<file path="src/rtl/life_grid_scan.sv">
// Row-scanned 8x8 LED driver for the Game of Life grid. New generations are
// staged in a shadow register and only reach the display at a frame boundary.

module life_row_pop (
    input  logic [7:0] bits,
    output logic [3:0] cnt
);
    always_comb begin
        cnt = '0;
        for (int i = 0; i < 8; i++) cnt = cnt + {3'b000, bits[i]};
    end
endmodule

module life_grid_scan #(
    parameter int ROW_DWELL = 1000,
    parameter int BLANK     = 2,
    parameter int GEN_W     = 16
) (
    input  logic             clk,
    input  logic             reset,
    input  logic [63:0]      grid,
    input  logic             grid_valid,
    output logic [7:0]       row_sel,
    output logic [7:0]       col_data,
    output logic             frame_done,
    output logic [GEN_W-1:0] gen_count,
    output logic [6:0]       pop_count
);
    localparam int              DW_W     = $clog2(ROW_DWELL);
    localparam logic [0:0]      IDLE     = 1'b0;
    localparam logic [0:0]      SCAN     = 1'b1;
    localparam logic [DW_W-1:0] DW_LAST  = DW_W'(ROW_DWELL - 1);
    localparam logic [DW_W-1:0] DW_BLANK = DW_W'(BLANK);

    logic [0:0]      state;
    logic [2:0]      row;
    logic [DW_W-1:0] dwell;
    logic [63:0]     active;
    logic [63:0]     shadow;
    logic            pending;

    logic [7:0][7:0] active_rows;
    logic [7:0][3:0] row_pop;
    logic [6:0]      pop_sum;
    logic            boundary;
    logic            lit;

    assign active_rows = active;

    genvar r;
    generate
        for (r = 0; r < 8; r++) begin : g_row
            life_row_pop u_pop (.bits(active_rows[r]), .cnt(row_pop[r]));
        end
    endgenerate

    always_comb begin
        pop_sum = '0;
        for (int i = 0; i < 8; i++) pop_sum = pop_sum + {3'b000, row_pop[i]};
    end

    // Outputs decode registered state only; the leading BLANK cycles of each
    // row keep the matrix dark while row drivers settle.
    assign boundary   = (state == SCAN) && (row == 3'd7) && (dwell == DW_LAST);
    assign lit        = (state == SCAN) && (dwell >= DW_BLANK);
    assign frame_done = boundary;
    assign row_sel    = lit ? (8'h01 << row) : 8'h00;
    assign col_data   = lit ? active_rows[row] : 8'h00;

    always_ff @(posedge clk or negedge reset) begin
        if (!reset) begin
            state     <= IDLE;
            row       <= '0;
            dwell     <= '0;
            active    <= '0;
            shadow    <= '0;
            pending   <= 1'b0;
            gen_count <= '0;
            pop_count <= '0;
        end else begin
            pop_count <= pop_sum;
            case (state)
                IDLE: begin
                    if (grid_valid) begin
                        active    <= grid;
                        gen_count <= gen_count + GEN_W'(1);
                        row       <= '0;
                        dwell     <= '0;
                        state     <= SCAN;
                    end
                end
                default: begin
                    if (boundary) begin
                        dwell <= '0;
                        row   <= '0;
                        // A strobe landing in the boundary cycle goes straight
                        // to the display; the stale shadow is dropped.
                        if (grid_valid) begin
                            active    <= grid;
                            pending   <= 1'b0;
                            gen_count <= gen_count + GEN_W'(1);
                        end else if (pending) begin
                            active    <= shadow;
                            pending   <= 1'b0;
                            gen_count <= gen_count + GEN_W'(1);
                        end
                    end else begin
                        if (grid_valid) begin
                            shadow  <= grid;
                            pending <= 1'b1;
                        end
                        if (dwell == DW_LAST) begin
                            dwell <= '0;
                            row   <= row + 3'd1;
                        end else begin
                            dwell <= dwell + DW_W'(1);
                        end
                    end
                end
            endcase
        end
    end
endmodule

</file>
<file path="config.mk">
export PLATFORM = sky130hd
export DESIGN_NAME = life_grid_scan
export DESIGN_NICKNAME = d
export VERILOG_FILES = /design/src/rtl/life_grid_scan.sv
export SDC_FILE = /design/constraint.sdc
export NUM_CORES = 1
export LEC_CHECK = 0
export ABC_AREA = 1
export CELL_PAD_IN_SITES_DETAIL_PLACEMENT = 0
export CELL_PAD_IN_SITES_GLOBAL_PLACEMENT = 1
export CORE_ASPECT_RATIO = 2
export CORE_UTILIZATION = 34
export CTS_BUF_LIST = sky130_fd_sc_hd__clkbuf_2
export DETAILED_ROUTE_END_ITERATION = 7
export PLACE_DENSITY = 0.78
export REMOVE_ABC_BUFFERS = 1
export SYNTH_ARGS = -nofsm -noshare
export SYNTH_HDL_FRONTEND = slang
export SYNTH_HIERARCHICAL = 1
export SYNTH_SLANG_ARGS = --single-unit
</file>
<file path="constraint.sdc">
create_clock -name clk -period 9.7 [get_ports clk]
set_input_delay 1.94 -clock clk [delete_from_list [all_inputs] [get_ports clk]]
set_output_delay 1.94 -clock clk [all_outputs]
set_load 0.01 [all_outputs]
</file>
==> flow_summary.json, run 1 <==
{
  "syn_to_final_growth_pct": 13.63,
  "rrSetupSlack_ns": 3.89,
  "drt-initial-drc-count": 447,
  "yosys-mux-area-fraction_pct": 0,
  "setup-violations-final": 0,
  "seq_area_sq_um": 4154,
  "synthCells": 1559,
  "cts_setup_buffers": 0,
  "clk_pin_slew_worst_paths_ns": 0.24,
  "grt_pass1_wl_mm": 49.36,
  "clkSinkCount": 166,
  "ios": 107,
  "power_per_cell_area_nw_per_um2": 179.2,
  "vias": 9456,
  "cts.path.max_buffers": 2,
  "worstSkewPairLatency_ns": 0.86,
  "timing.rr.end": "pop_count[4]$_DFF_PN0_",
  "max_freq_ghz": 0.1721,
  "hold_path_depth": 2,
  "dpl_worst_slack_ns": 3.857,
  "drive_above_1_share_pct": 3.362,
  "nFillCells": 3510,
  "critPathArrivalTime_ns": 6.57,
  "core-area_sq_um": 32350,
  "setup-tns-final_ns": 0,
  "pwr-share-seq_pct": 37.5,
  "status": "finished clean",
  "gp_congestion": 0.8520,
  "top_layer_used": "met4",
  "ys_types": 30,
  "synth_edf_count": 0,
  "routed-wl-met3_um": 655,
  "fin_ws_ns": 3.891,
  "min_period_ns": 5.809,
  "drt-wirelength-per-cell_um": 14.43,
  "cts.root.buffer_cell": "clkbuf_2",
  "via_per_inst": 4.581,
  "clockPowerShare_pct": 16.5,
  "p_int_uw": 1356,
  "tritoncts": "done",
  "endpoint_kind": "register",
  "antenna_found_initial": 1,
  "max-slew-margin-rel_pct": 35.39,
  "synth_top_family_by_area": "simple AND/OR/NAND/NOR gates",
  "worst_slew_pin_slew_ns": 0.9692,
  "synth_warnings": 6,
  "synth.largest_area_cell": "dfrtp_1",
  "slew_viol_final": 0,
  "worstPathRequired_ns": 10.46,
  "synthTopCellsByCount": "519 x nand2_1, 318 x inv_1, 198 x nand3_1, 166 x dfrtp_1, 78 x o21ai_0",
  "synth_area_sq_um": 11250,
  "synth_compound_area_share_pct": 3.958,
  "start_util_pct": 34.79,
  "yosysTopAreaCellShare_pct": 36.91,
  "cts_resized": 0,
  "fin_crit_sh_pct": 59.89,
  "synth-xor-area-share_pct": 0.8560,
  "comb_power_share_pct": 46.0,
  "die_y_um": 259.3,
  "grtUsageTotal_pct": 19.09,
  "avgSynthCellArea_sq_um": 7.219,
  "hp-class": "reg -> reg",
  "peakVddDrop_uv": 164.3,
  "wl_met1_mm": 11.66,
  "grt_max_degree": 99,
  "route.detailed.drc": 0,
  "r2r.worst_path.cells": 23,
  "synthFlopType": "dfrtp_1",
  "synth_simple_gate_area_share_pct": 30.05,
  "r2r_start": "active[0]$_DFFE_PN0P_",
  "grt_remaining_overflow": 0,
  "wirelength_mm": 29.78,
  "wl_met2_mm": 16.61,
  "cts_buffers": 17,
  "dp_hpwl_mm": 21.45,
  "min_from": "shadow[9]$_DFFE_PN0P_",
  "nets": 1785,
  "yosysMostFrequentCell": "nand2_1",
  "firstDrtPassIters": 4,
  "ant_nets": 0,
  "crit_type": "reg -> reg",
  "leakage_uw": 0.006811,
  "rows": 93,
  "cp-start-kind": "register",
  "final_util_pct": 39.53,
  "synthTopCellsByArea": "dfrtp_1 37%, nand2_1 17%, inv_1 11%",
  "multiInputGateArea_sq_um": 5530,
  "holdPathEnd": "shadow[9]$_DFFE_PN0P_",
  "switching_share_pct": 40.83,
  "cts_max_level": 4,
  "grt_pass1_vias": 9675,
  "fin_skew_ns": 0.05928,
  "hold_buffers": 0,
  "async_flop_share_pct": 100.0,
  "dieArea_sq_um": 33880,
  "fp.dieW_um": 130.7,
  "yosysSeqAreaShare_pct": 36.91,
  "p_sw_uw": 935.5,
  "crit_fanout": 3,
  "portBuffers": 106,
  "hold_viol": 0,
  "max_cap_violations": 0,
  "rsz0062_at_grt": "no",
  "synth-adder-area-share_pct": 14.23,
  "ys_ff_latch": 166
}
metrics by stage:
step	area (sq um)	hold WS, ns	total power, uW	std cells
6_report	12790	0.4981	2291	2064
2_1_floorplan	10880	0.4419	1574	1487
3_5_place_dp	12560	0.4580	1966	2031
4_1_cts	12790	0.5031	2356	2063
3_3_place_gp	12560	0.4527	1923	2031
5_1_grt	12790	0.5229	2560	2064
power groups by stage:
| stage | Clock [uW] | Combinational, uW | Sequential (uW) |
|---|---|---|---|
| 3_5_place_dp | 0 | 1090 | 873 |
| 6_report | 378 | 1050 | 859 |
| 5_1_grt | 417 | 1270 | 872 |
| 3_3_place_gp | 0 | 1050 | 872 |
| 4_1_cts | 398 | 1100 | 861 |
| 2_1_floorplan | 0 | 715 | 859 |
worst max-delay path, cell delays in order, from the launching register on:
cell	delay [ns]
dfrtp_1	0.41
inv_1	0.06
fa_1	0.55
fa_1	0.43
fa_1	0.45
inv_1	0.07
ha_1	0.16
inv_1	0.05
fa_1	0.37
inv_1	0.07
nand2_1	0.05
nand2_1	0.05
inv_1	0.06
fa_1	0.55
inv_1	0.06
fa_1	0.51
fa_1	0.54
inv_1	0.05
fa_1	0.46
inv_1	0.07
ha_1	0.16
inv_1	0.05
fa_1	0.39
xnor2_1	0.14
routing by layer:
layer / vias up / global-route usage, %
met5: - / 0
met4: 0 / 8.014
met1: 4497 / 20.81
met3: 32 / 2.246
li1: 4799 / -
met2: 128 / 36.16
worst max path at each step:
stage	cells past startpoint	endpoint	slack [ns]	start
after floorplan	23	pop_count[4]$_DFF_PN0_	4.12	active[0]$_DFFE_PN0P_
final	23	pop_count[4]$_DFF_PN0_	3.89	active[0]$_DFFE_PN0P_
after detailed placement	23	pop_count[4]$_DFF_PN0_	3.86	active[0]$_DFFE_PN0P_
after global placement	23	pop_count[4]$_DFF_PN0_	3.91	active[0]$_DFFE_PN0P_
after global routing	23	pop_count[6]$_DFF_PN0_	3.55	active[0]$_DFFE_PN0P_
after CTS	9	col_data[4]	3.80	row[0]$_DFFE_PN0P_
state kept, by name, indices dropped and copies added, names as in the netlist:
register,count
dwell,10
pop_count,7
state,1
active,64
gen_count,16
pending,1
row,3
shadow,64
layout by cell type, fill, tap and decap left out, types with 2 or more instances in the layout:
cell and instances:
or2_2 7, a21oi_1 4, o22ai_1 4, bufinv_16 2, inv_2 2, nand2_1 518
clkdlybuf4s50_1 105, nor2_2 2, xnor2_1 6, nor3_1 12, ha_1 40, clkinv_1 7
nand2_2 2, buf_4 11, inv_6 2, o21ai_1 2, xor2_1 5, nand4_1 11
dfrtp_1 166, clkinvlp_4 3, o21ai_0 78, nor2_1 52, nand3_1 198, inv_1 317
fa_1 55, clkbuf_2 17
kinds of logic (layout without fill, tap and decap cells):
kind of cell,after synthesis,count (layout)
AO/OA/AOI/OAI,88,88
XOR/XNOR,11,11
adder cells (fa/ha/maj),95,95
buffers and inverters,392,469
flip-flops,166,166
other,0,1
AND/OR/NAND/NOR,807,807
area by class of cell:
cell class | count | share of cell area, %
Inverter | 320 | 9.392
Clock inverter | 15 | 1.066
Multi-Input combinational cell | 1001 | 43.24
Timing Repair Buffer | 117 | 8.952
Sequential cell | 166 | 32.48
Tap cell | 427 | 4.178
Antenna cell | 1 | 0.01957
Clock buffer | 17 | 0.6653
No activity file was read; power rests on OpenSTA's default activity.
==> inputs of run 2 (changes only) <==
--- a/config.mk
+++ b/config.mk
@@ -12,7 +12,7 @@
 export CORE_UTILIZATION = 34
 export CTS_BUF_LIST = sky130_fd_sc_hd__clkbuf_2
 export DETAILED_ROUTE_END_ITERATION = 7
-export PLACE_DENSITY = 0.78
+export PLACE_DENSITY = 0.81
 export REMOVE_ABC_BUFFERS = 1
 export SYNTH_ARGS = -nofsm -noshare
 export SYNTH_HDL_FRONTEND = slang
==> constraint.sdc (replaced) <==
create_clock -name clk -period 5.1 [get_ports clk]
set_input_delay 1.02 -clock clk [delete_from_list [all_inputs] [get_ports clk]]
set_output_delay 1.02 -clock clk [all_outputs]
set_load 0.01 [all_outputs]
==> run 2 against run 1 <==
  * The flow now finishes with violations (setup timing)
  * First-iteration DRC count up 22%
  * Clock skew shrank 0.0065 ns
  * Sequential power rose by 89%
  * Combinational power is 120% higher
  * Sequential cell count did not move
  * Via count up 3.5%
  * Total power rose by 100%
  * Maximum frequency is 3.3% higher
  * Core utilization increased by 1.9 points
  * Largest power group unchanged
  * Die area did not move
  * Critical path depth unchanged
  * Hold slack worse by 0.21 ns
==> flow_summary.json, run 2 (synthesis gave the netlist of run 1 again) <==
{
  "status": "finished with violations",
  "violations": "setup timing",
  "drive_above_1_share_pct": 9.384,
  "mostFrequentLayoutCell": "nand2_1",
  "grtUsageTotal_pct": 19.51,
  "cts_max_level": 4,
  "drt-wirelength-per-cell_um": 14.35,
  "final_util_pct": 41.42,
  "rsz0062_at_grt": "yes",
  "cts_buffers": 17,
  "max_cap_violations": 0,
  "fp.dieW_um": 130.7,
  "ant_nets": 0,
  "grt_max_degree": 116,
  "critPathArrivalTime_ns": 6.41,
  "power_per_cell_area_nw_per_um2": 350.1,
  "worstPathRequired_ns": 5.89,
  "via_per_inst": 4.586,
  "crit_type": "reg -> reg",
  "crit_fanout": 2,
  "tritoncts": "done",
  "slew_viol_final": 0,
  "min_period_ns": 5.621,
  "endpoint_kind": "register",
  "grt_pass1_vias": 10090,
  "dpl_worst_slack_ns": -0.7213,
  "timing.rr.end": "pop_count[3]$_DFF_PN0_",
  "start_util_pct": 34.79,
  "dieArea_sq_um": 33880,
  "wirelength_mm": 30.63,
  "largest_registers": "active x64, shadow x64, gen_count x16",
  "syn_to_final_growth_pct": 19.04,
  "worst_slew_pin_slew_ns": 1.135,
  "core-area_sq_um": 32350,
  "worstSkewPairLatency_ns": 0.88,
  "hold_viol": 0,
  "rrSetupSlack_ns": -0.52,
  "cp-start-kind": "register",
  "drt-initial-drc-count": 544,
  "cts.path.max_buffers": 2,
  "ios": 107,
  "grt_pass1_wl_mm": 50.44,
  "rows": 93,
  "antenna_found_initial": 2,
  "hp-class": "in -> async",
  "setup-violations-final": 5,
  "fin_crit_sh_pct": 110.2,
  "firstDrtPassIters": 5,
  "cts.root.buffer_cell": "clkbuf_2",
  "route.detailed.drc": 0,
  "max-slew-margin-rel_pct": 24.34,
  "r2r_start": "active[3]$_DFFE_PN0P_",
  "placed_cell_area_sq_um": 13030,
  "leakage_uw": 0.007172,
  "fin_skew_ns": 0.05275,
  "clk_pin_slew_worst_paths_ns": 0.26,
  "dp_hpwl_mm": 22.17,
  "nFillCells": 3494,
  "nets": 1854,
  "r2r.worst_path.cells": 23,
  "fin_ws_ns": -0.5208,
  "portBuffers": 106,
  "peakVddDrop_uv": 325.7,
  "startpoint": "active[3]$_DFFE_PN0P_",
  "setup.worst_path.end": "pop_count[3]$_DFF_PN0_",
  "hold_buffers": 0,
  "gp_congestion": 0.8597,
  "stdcell_area_sq_um": 13400,
  "max_freq_ghz": 0.1779,
  "vias": 9786,
  "setup-tns-final_ns": -1.942,
  "grt_remaining_overflow": 0,
  "clkSinkCount": 166,
  "die_y_um": 259.3,
  "mostFrequentLayoutCells": "518 x nand2_1, 302 x inv_1, 198 x nand3_1"
}
## run 2: cell count changes in the layout (fill, tap and decap cells not counted), moves of 2 or more
cell	delta
fa_1	-10
clkinvlp_4	+2
inv_1	-15
buf_4	+67
inv_6	+3
buf_12	+2
ha_2	+3
clkinv_1	-5
fa_2	+10
inv_2	+15
ha_1	-4
## run 2: cell type report
type / instances / area [sq um] / share of cell area, %
clock inverter: 15 / 143.9 / 1.074
sequential: 166 / 4154 / 31.00
inverter: 320 / 1201 / 8.965
timing repair buffer: 186 / 1688 / 12.60
clock buffer: 17 / 85.08 / 0.6350
antenna: 2 / 5.005 / 0.03736
tap: 427 / 534.3 / 3.988
multi-input combinational: 1001 / 5587 / 41.70
## run 2: worst max-delay path: stages (launching register included)
cell     delay [ns]
dfrtp_1        0.44
inv_2          0.05
fa_1           0.50
fa_1           0.58
fa_1           0.42
inv_1          0.07
ha_2           0.17
inv_1          0.05
fa_2           0.33
inv_1          0.06
nand2_1        0.05
nand2_1        0.05
inv_1          0.04
fa_1           0.49
inv_1          0.06
fa_2           0.53
fa_1           0.42
inv_2          0.06
fa_1           0.41
inv_2          0.07
ha_4           0.13
inv_2          0.03
fa_2           0.51
inv_1          0.04
## run 2: per-stage QoR
stage                     instances  hold slack [ns]  power [uW]
after floorplan                1487           0.4419        2994
after global placement         2090           0.4531        3678
after detailed placement       2090           0.4581        3726
after CTS                      2129           0.2420        4696
after global routing           2134           0.2708        5163
final                          2134           0.2904        4690
## run 2: worst min-delay path by stage
stage                                   endpoint  depth (start not counted)
after floorplan            shadow[0]$_DFFE_PN0P_                          2
after global placement    shadow[56]$_DFFE_PN0P_                          2
after detailed placement  shadow[30]$_DFFE_PN0P_                          2
after CTS                  shadow[8]$_DFFE_PN0P_                          1
after global routing       shadow[8]$_DFFE_PN0P_                          1
final                     shadow[13]$_DFFE_PN0P_                          1
## run 2: per-layer routing
metal  GRT usage (%)  vias up  routed length [um]
met5               0        -                   0
met4           8.110        0                 939
met3           2.988       37                 908
met2           36.88      166               17060
met1           20.93     4632               11720
li1                -     4951                   -
## run 2: report_power, final
part	internal, uW	total [uW]	switching [uW]
registers	1500	1620	124
logic	1080	2330	1250
clock network	187	733	546
## run 2: repair_timing
| item | in CTS | in global routing |
|---|---|---|
| pin swaps | 26 | 10 |
| endpoints found under the hold margin | 0 | 0 |
| setup endpoints to repair | 5 | 6 |
| resized for setup | 23 | 10 |
| setup buffers | 7 | 3 |
